===== config.mk =====
export PLATFORM = sky130hd
export DESIGN_NAME = video_pattern_gen
export DESIGN_NICKNAME = d
export VERILOG_FILES = /design/src/rtl/video_pattern_gen.sv
export SDC_FILE = /design/constraint.sdc
export NUM_CORES = 1
export LEC_CHECK = 0
export CORE_ASPECT_RATIO = 0.5
export CORE_MARGIN = 8
export CORE_UTILIZATION = 55
export DETAILED_ROUTE_END_ITERATION = 16
export GPL_TIMING_DRIVEN = 0
export PLACE_DENSITY = 0.78
export SLEW_MARGIN = 10
export SYNTH_ARGS = -nofsm -noshare
export SYNTH_HDL_FRONTEND = slang
export SYNTH_SLANG_ARGS = --single-unit

===== constraint.sdc =====
create_clock -name clk_pix -period 5 [get_ports clk_pix]
set_input_delay 1.5 -clock clk_pix [delete_from_list [all_inputs] [get_ports clk_pix]]
set_output_delay 1.5 -clock clk_pix [all_outputs]
set_load 0.01 [all_outputs]

===== src/rtl/video_pattern_gen.sv =====
// Video raster timing plus selectable RGB test patterns (ramp, bars, grid, black).
// Define PATTERN_NOISE_EN to add saturating LFSR dither noise on active pixels.
module video_pattern_gen #(
  parameter int unsigned COLOR_W      = 6,
  parameter int unsigned H_TOTAL      = 768,
  parameter int unsigned H_ACT_START  = 20,
  parameter int unsigned H_ACT_END    = 680,
  parameter int unsigned H_SYNC_START = 707,
  parameter int unsigned V_TOTAL      = 312,
  parameter int unsigned V_ACT_START  = 10,
  parameter int unsigned V_ACT_END    = 306,
  parameter int unsigned V_SYNC_START = 308,
  parameter int unsigned SCROLL_STEP  = 6
) (
  input  logic               clk_pix,
  input  logic               reset_n,
  input  logic               ce_pix,
  input  logic [1:0]         mode,
  output logic [9:0]         hcount,
  output logic [8:0]         vcount,
  output logic [COLOR_W-1:0] R,
  output logic [COLOR_W-1:0] G,
  output logic [COLOR_W-1:0] B,
  output logic               HS,
  output logic               VS,
  output logic               HBlank,
  output logic               VBlank,
  output logic               DE,
  output logic               CSYNC,
  output logic               frame_start
);

  localparam int unsigned BAR_W = (H_ACT_END - H_ACT_START + 1) / 8;

  localparam logic [9:0] HTotM1 = 10'(H_TOTAL - 1);
  localparam logic [9:0] HActS  = 10'(H_ACT_START);
  localparam logic [9:0] HActE  = 10'(H_ACT_END);
  localparam logic [9:0] HSyncS = 10'(H_SYNC_START);
  localparam logic [8:0] VTotM1 = 9'(V_TOTAL - 1);
  localparam logic [8:0] VActS  = 9'(V_ACT_START);
  localparam logic [8:0] VActE  = 9'(V_ACT_END);
  localparam logic [8:0] VSyncS = 9'(V_SYNC_START);
  localparam logic [9:0] BarWM1 = 10'(BAR_W - 1);
  localparam logic [3:0] HActS4 = 4'(H_ACT_START);
  localparam logic [3:0] VActS4 = 4'(V_ACT_START);

  logic [9:0] hc_q, hc_d;
  logic [8:0] vc_q, vc_d;
  logic [9:0] scroll_q, scroll_d;
  logic [1:0] mode_q, mode_d;
  logic [9:0] bar_pos_q, bar_pos_d;
  logic [2:0] bar_idx_q, bar_idx_d;

  logic h_wrap, v_wrap, h_act;
  logic hblank, vblank, hs, vs, de;
  logic [3:0] xa4, ya4;
  logic [9:0] idx;
  logic [COLOR_W-1:0] gray, r_pat, g_pat, b_pat, r_fin, g_fin, b_fin;
  logic unused_idx;

  assign h_wrap = (hc_q == HTotM1);
  assign v_wrap = (vc_q == VTotM1);
  assign h_act  = (hc_q >= HActS) && (hc_q <= HActE);

  assign hblank = (hc_q < HActS) || (hc_q > HActE);
  assign vblank = (vc_q < VActS) || (vc_q > VActE);
  assign hs     = (hc_q >= HSyncS);
  assign vs     = (vc_q >= VSyncS);
  assign de     = !hblank && !vblank;

  // Only the low nibble of the active-relative coordinates matters for the grid.
  assign xa4 = hc_q[3:0] - HActS4;
  assign ya4 = vc_q[3:0] - VActS4;

  // Triangle ramp: rises over idx 0..511, falls over 512..1023.
  assign idx        = scroll_q + {vc_q[7:0], 2'b00};
  assign gray       = idx[9] ? ~idx[8 -: COLOR_W] : idx[8 -: COLOR_W];
  assign unused_idx = ^idx[8-COLOR_W:0];

  always_comb begin
    hc_d      = hc_q;
    vc_d      = vc_q;
    scroll_d  = scroll_q;
    mode_d    = mode_q;
    bar_pos_d = bar_pos_q;
    bar_idx_d = bar_idx_q;
    if (h_wrap) begin
      hc_d      = '0;
      bar_pos_d = '0;
      bar_idx_d = '0;
      if (v_wrap) begin
        vc_d     = '0;
        scroll_d = scroll_q + 10'(SCROLL_STEP);
        mode_d   = mode;
      end else begin
        vc_d = vc_q + 9'd1;
      end
    end else begin
      hc_d = hc_q + 10'd1;
      if (h_act) begin
        if (bar_pos_q == BarWM1) begin
          bar_pos_d = '0;
          if (bar_idx_q != 3'd7) bar_idx_d = bar_idx_q + 3'd1;
        end else begin
          bar_pos_d = bar_pos_q + 10'd1;
        end
      end
    end
  end

  always_comb begin
    r_pat = '0;
    g_pat = '0;
    b_pat = '0;
    case (mode_q)
      2'd0: begin
        r_pat = gray;
        g_pat = gray;
        b_pat = gray;
      end
      2'd1: begin
        // Bar order 111,110,011,010,101,100,001,000 decodes to these index bits.
        r_pat = {COLOR_W{~bar_idx_q[1]}};
        g_pat = {COLOR_W{~bar_idx_q[2]}};
        b_pat = {COLOR_W{~bar_idx_q[0]}};
      end
      2'd2: begin
        if (xa4 == 4'd0 || ya4 == 4'd0) begin
          r_pat = '1;
          g_pat = '1;
          b_pat = '1;
        end
      end
      default: ;
    endcase
  end

`ifdef PATTERN_NOISE_EN
  logic [22:0]        lfsr_q, lfsr_d;
  logic [COLOR_W-1:0] noise;

  function automatic logic [COLOR_W-1:0] sat_sub(input logic [COLOR_W-1:0] c,
                                                 input logic [COLOR_W-1:0] n);
    return (c >= n) ? c - n : '0;
  endfunction

  assign lfsr_d = {lfsr_q[21:0], lfsr_q[22] ^ lfsr_q[17]};
  assign noise  = {lfsr_q[0], lfsr_q[1], {(COLOR_W-2){lfsr_q[2]}}};
  assign r_fin  = sat_sub(r_pat, noise);
  assign g_fin  = sat_sub(g_pat, noise);
  assign b_fin  = sat_sub(b_pat, noise);

  always_ff @(posedge clk_pix) begin
    if (!reset_n) begin
      lfsr_q <= 23'h000001;
    end else if (ce_pix) begin
      lfsr_q <= lfsr_d;
    end
  end
`else
  assign r_fin = r_pat;
  assign g_fin = g_pat;
  assign b_fin = b_pat;
`endif

  always_ff @(posedge clk_pix) begin
    if (!reset_n) begin
      hc_q        <= '0;
      vc_q        <= '0;
      scroll_q    <= '0;
      mode_q      <= '0;
      bar_pos_q   <= '0;
      bar_idx_q   <= '0;
      hcount      <= '0;
      vcount      <= '0;
      R           <= '0;
      G           <= '0;
      B           <= '0;
      HS          <= 1'b0;
      VS          <= 1'b0;
      HBlank      <= 1'b0;
      VBlank      <= 1'b0;
      DE          <= 1'b0;
      CSYNC       <= 1'b0;
      frame_start <= 1'b0;
    end else if (ce_pix) begin
      hc_q        <= hc_d;
      vc_q        <= vc_d;
      scroll_q    <= scroll_d;
      mode_q      <= mode_d;
      bar_pos_q   <= bar_pos_d;
      bar_idx_q   <= bar_idx_d;
      hcount      <= hc_q;
      vcount      <= vc_q;
      R           <= de ? r_fin : '0;
      G           <= de ? g_fin : '0;
      B           <= de ? b_fin : '0;
      HS          <= hs;
      VS          <= vs;
      HBlank      <= hblank;
      VBlank      <= vblank;
      DE          <= de;
      CSYNC       <= ~(hs ^ vs);
      frame_start <= (hc_q == 10'd0) && (vc_q == 9'd0);
    end
  end

endmodule

# Word level (Yosys, flattened, before mapping)
# Cells that the tools add are included.
# Widths: inputs -> output; s select.
[op_classes] add_sub_neg=8 order_cmp=8 n_eq_ne=6 n_mux=17 bitwise_logic=6 n_reduce_logical=20
[op_table] operator="$pmux 6 s3" n=3
[op_table] operator="$mux 10" n=4
[op_table] operator="$mux 6" n=5
[op_table] operator="$add 10x1->10 const B" n=2
[op_table] operator="$mux 3" n=4
[op_table] operator="$add 10x10->10" n=1
[op_table] operator="$add 10x3->10 const B" n=1
[op_table] operator="$eq 10x10->1 const B" n=1
[op_table] operator="$eq 10x7->1 const B" n=1
[op_table] operator="$ge 10x10->1 const B" n=1
[op_table] operator="$ge 10x5->1 const B" n=1
[op_table] operator="$gt 10x10->1 const B" n=1
[op_table] operator="$le 10x10->1 const B" n=1
[op_table] operator="$logic_not 10->1" n=1
[op_table] operator="$lt 10x5->1 const B" n=1
[op_table] operator="$add 9x1->9 const B" n=1
[op_table] operator="$eq 9x9->1 const B" n=1
[op_table] operator="$ge 9x9->1 const B" n=1
[op_table] operator="$gt 9x9->1 const B" n=1
[op_table] operator="$logic_not 9->1" n=1
[op_table] operator="$lt 9x4->1 const B" n=1
[op_table] operator="$mux 9" n=1
[op_table] operator="$logic_not 4->1" n=2
[op_table] operator="$not 6->6" n=1
[op_table] operator="other kinds (16)" n=27
[totals] regBits=88 inputBits=5 output_inout_bits=44 wordCells=83

# Depth between registers and ports, before layout
[depth] ltp_word=6 ltp_mapped=10 depth_no_buf=8

# Least setup slack after synthesis
# OpenSTA, ideal clock, no wires.
[synth_timing] kind="in2reg" startpoint="in ce_pix" endpoint="reg vc_q[8]" setup_time_ns=0.122 t_arrival_ns=2.519 required_ns=4.878 path_slack_ns=2.359 cell_stages=7 path_buffers=1 cell_sequence="and2_1 > and4_1 > buf_2 > nand4_1 > nor2_1 > xnor2_1 > nor2_1"
[synth_between] elab_chain_cells=1
[synth_rtl] element="start: declaration" line_no="17" rtl="input logic ce_pix,"
[synth_rtl] element="$reduce_and 2->1 (no source line)"
[synth_rtl] element="end signal: assignment" line_no="188" rtl="vc_q <= vc_d;"
[synth_rtl] element="end: declaration" line_no="48" rtl="logic [8:0] vc_q, vc_d;"
# Every way passes these cells.
# A chain may end at the register's enable or synchronous reset.

==> out/qor.yml <==
floorplanning:
  dieArea_um2: 11920
  die_w_um: 146.6
  io_pins: 49
  die-height_um: 81.30
  row_count: 23
  core_um2: 8144
  initial_core_util: 0.5760
sta:
  maxSlewViolCount: 0
  post-route-period-util: 0.6801
  tightest_slew_ps: 726.7
  setup_ws_ps: 1599
  fmax_mhz: 294.1
  rsz0062_at_grt: "no"
  layout_min_cycle_time_ps: 3401
  fin_worst_skew_ps: 7.599
  hold_viol: 0
  setup_tns_ps: 0
  slew_headroom: 0.5104
  setup_viol: 0
drt:
  wirelength_mm: 12.12
  num_vias: 4195
  first_pass_iters: 5
  wl_per_cell_um: 16.94
  drc: 0
  vias_per_cell: 5.867
  drtIter0Drc: 342
  ant_nets: 0
clock_network:
  cts_max_level: 3
  clk-insertion-delay-late_ps: 340
  cts_setup_buffers: 0
  ctsHoldBuffers: 0
  clk_pin_slew_ps: 60
  clock_sinks: 87
  cts-root-buf: "clkbuf_16"
  cts_tree: "done"
  numCtsBuffers: 9
  ctsResizeCount: 0
  clockBufferDepth: 2
logic_synthesis:
  synth_common_cells: "87 x dfxtp_1, 61 x nor2_1, 54 x nand2_1, 36 x a21oi_1, 23 x mux2i_1"
  yosysMostFrequentCell: "dfxtp_1"
  ys.flop_type: "dfxtp_1"
  synth-seq-area-share: 0.3713
  synth_top_area_frac: 0.3713
  netlist_area_um2: 4691
  synth.avg_cell_area_um2: 8.703
  ys_warn_count: 0
  synth_nets: 565
  synthTopCellsByArea: "dfxtp_1 37%, ha_1 5.3%, mux2i_1 4.9%"
  ys_ff_latch: 87
  yosysUniqueCellTypes: 70
  synth_edf_count: 0
  async_reset_ff_frac: 0
  synth_top_cell_by_area: "dfxtp_1"
  syn_inst: 539
min_path:
  hold_class: "flop to flop"
grt:
  antenna_found_initial: 0
  grt_pass1_vias: 3903
  grt_first_pass_wirelength_mm: 19.98
  grt_max_degree: 15
  grt.total_usage: 0.2069
  grt-ovfl-total: 0
placed_design:
  dp_hpwl_mm: 8.655
  portBuffers: 48
  preCtsSetupSlack_ps: 1295
  globalplace.congestion: 0.8889
critical_path:
  critPathKind: "input port to flop"
  cp.required_ps: 5270
  cp.arrival_ps: 3670
  end_kind: "flop"
  cp_max_fo: 10
  setup.worst_path.start_class: "input port"
run:
  maxCapViolCount: 0
cells_and_area:
  nNetsFinal: 624
  layout-drive-gt1-share: 0.09784
  area.growth.synth_to_final_pct: 19.61
  nFillCells: 676
  diodes: 0
power_and_ir_drop:
  power_density_nw_per_um2: 261.3
  cellLeakagePower_nw: 2.013
  irDropWorstVdd_v: 0.0001742
status:
  outcome: "finished, final reports clean"
## metal layers
layer,wire (µm),track usage
met5,0,0
met2,5068,0.3205
met1,5970,0.2784
met4,166,0.06218
met3,910,0.05654
## critical path, cell delays in order
cell and delay, ps:
clkdlybuf4s50_1 640, buf_1 560, clkbuf_1 590, nand4_1 200, a21oi_1 180
## through the flow
step                      total power (W)  std cells  hold slack [ps]  area, µm²  utilization
after floorplan                 0.0007735        539            459.8       4691            -
after global placement          0.0007999        699            456.5       5311       0.6522
after detailed placement        0.0008019        699            459.7       5311       0.6522
after CTS                        0.001474        715            469.5       5610       0.6889
after global routing             0.001513        715            487.5       5610       0.6889
final                            0.001466        715            469.5       5610       0.6889
## final cells by class
type                            count  area, µm²  area share
Multi-Input combinational cell    408       2730      0.4866
Sequential cell                    87       1742      0.3104
Timing Repair Buffer               48      480.5     0.08564
Clock buffer                       11      242.7     0.04326
Buffer                             26      151.4     0.02698
Tap cell                          112      140.1     0.02498
Inverter                           18      67.56     0.01204
Clock inverter                      5      56.30     0.01004
## cells in the final DEF (no fill, tap or decap), drive strengths merged, types with 2 or more instances in the layout
cell type,count
nand4,9
xnor2,16
nand2,55
a21oi,37
dfxtp,87
nor2b,8
clkinv,2
a211oi,5
a31oi,5
nand2b,8
o21a,8
mux2i,23
and4,3
inv,19
or2,8
a21boi,2
a21o,2
nor3,13
clkdlybuf4s50,48
nor4,6
and3,4
a221oi,15
clkbuf,23
and2,2
o311a,2
nand3,23
o22ai,3
ha,20
nor3b,4
xor2,9
o21ai,25
or3,10
nor2,61
buf,14
nand3b,5
## path summary, 6_finish.rpt
| path | startpoint | end | slack [ps] | cells past startpoint |
|---|---|---|---|---|
| max | ce_pix | frame_start$_SDFFE_PN0P_ | 1600 | 5 |
| max reg2reg | vc_q[1]$_SDFFE_PN0P_ | R[5]$_SDFFE_PN0P_ | 2320 | 8 |
| min | VS$_SDFFE_PN0P_ | VS$_SDFFE_PN0P_ | 470 | 2 |
| min reg2reg | VS$_SDFFE_PN0P_ | VS$_SDFFE_PN0P_ | 470 | 2 |
## state kept, by name (all words and copies together), names as in the netlist, 2 cells and up
register,count
R,6
hc_q,10
bar_pos_q,10
vcount,9
scroll_q,9
bar_idx_q,3
vc_q,9
G,6
hcount,10
B,6
mode_q,2
## cells by family (layout without fill, tap and decap cells)
logic type / Yosys count / in the layout / share of synthesized area
buffers and inverters: 44 / 108 / 0.04668
XOR/XNOR: 25 / 25 / 0.04668
flip-flops: 87 / 87 / 0.3713
adder cells (fa/ha/maj): 21 / 21 / 0.05762
AO/OA/AOI/OAI: 115 / 115 / 0.1859
multiplexers: 23 / 23 / 0.04908
AND/OR/NAND/NOR: 224 / 224 / 0.2427
## report_power, final
| group | internal (W) | switching, W | total (W) |
|---|---|---|---|
| logic | 0.0000271 | 0.0000443 | 0.0000714 |
| clock network | 0.000401 | 0.000278 | 0.000679 |
| registers | 0.000703 | 0.0000128 | 0.000716 |
Note: power is estimated with default switching activity, not from simulation.
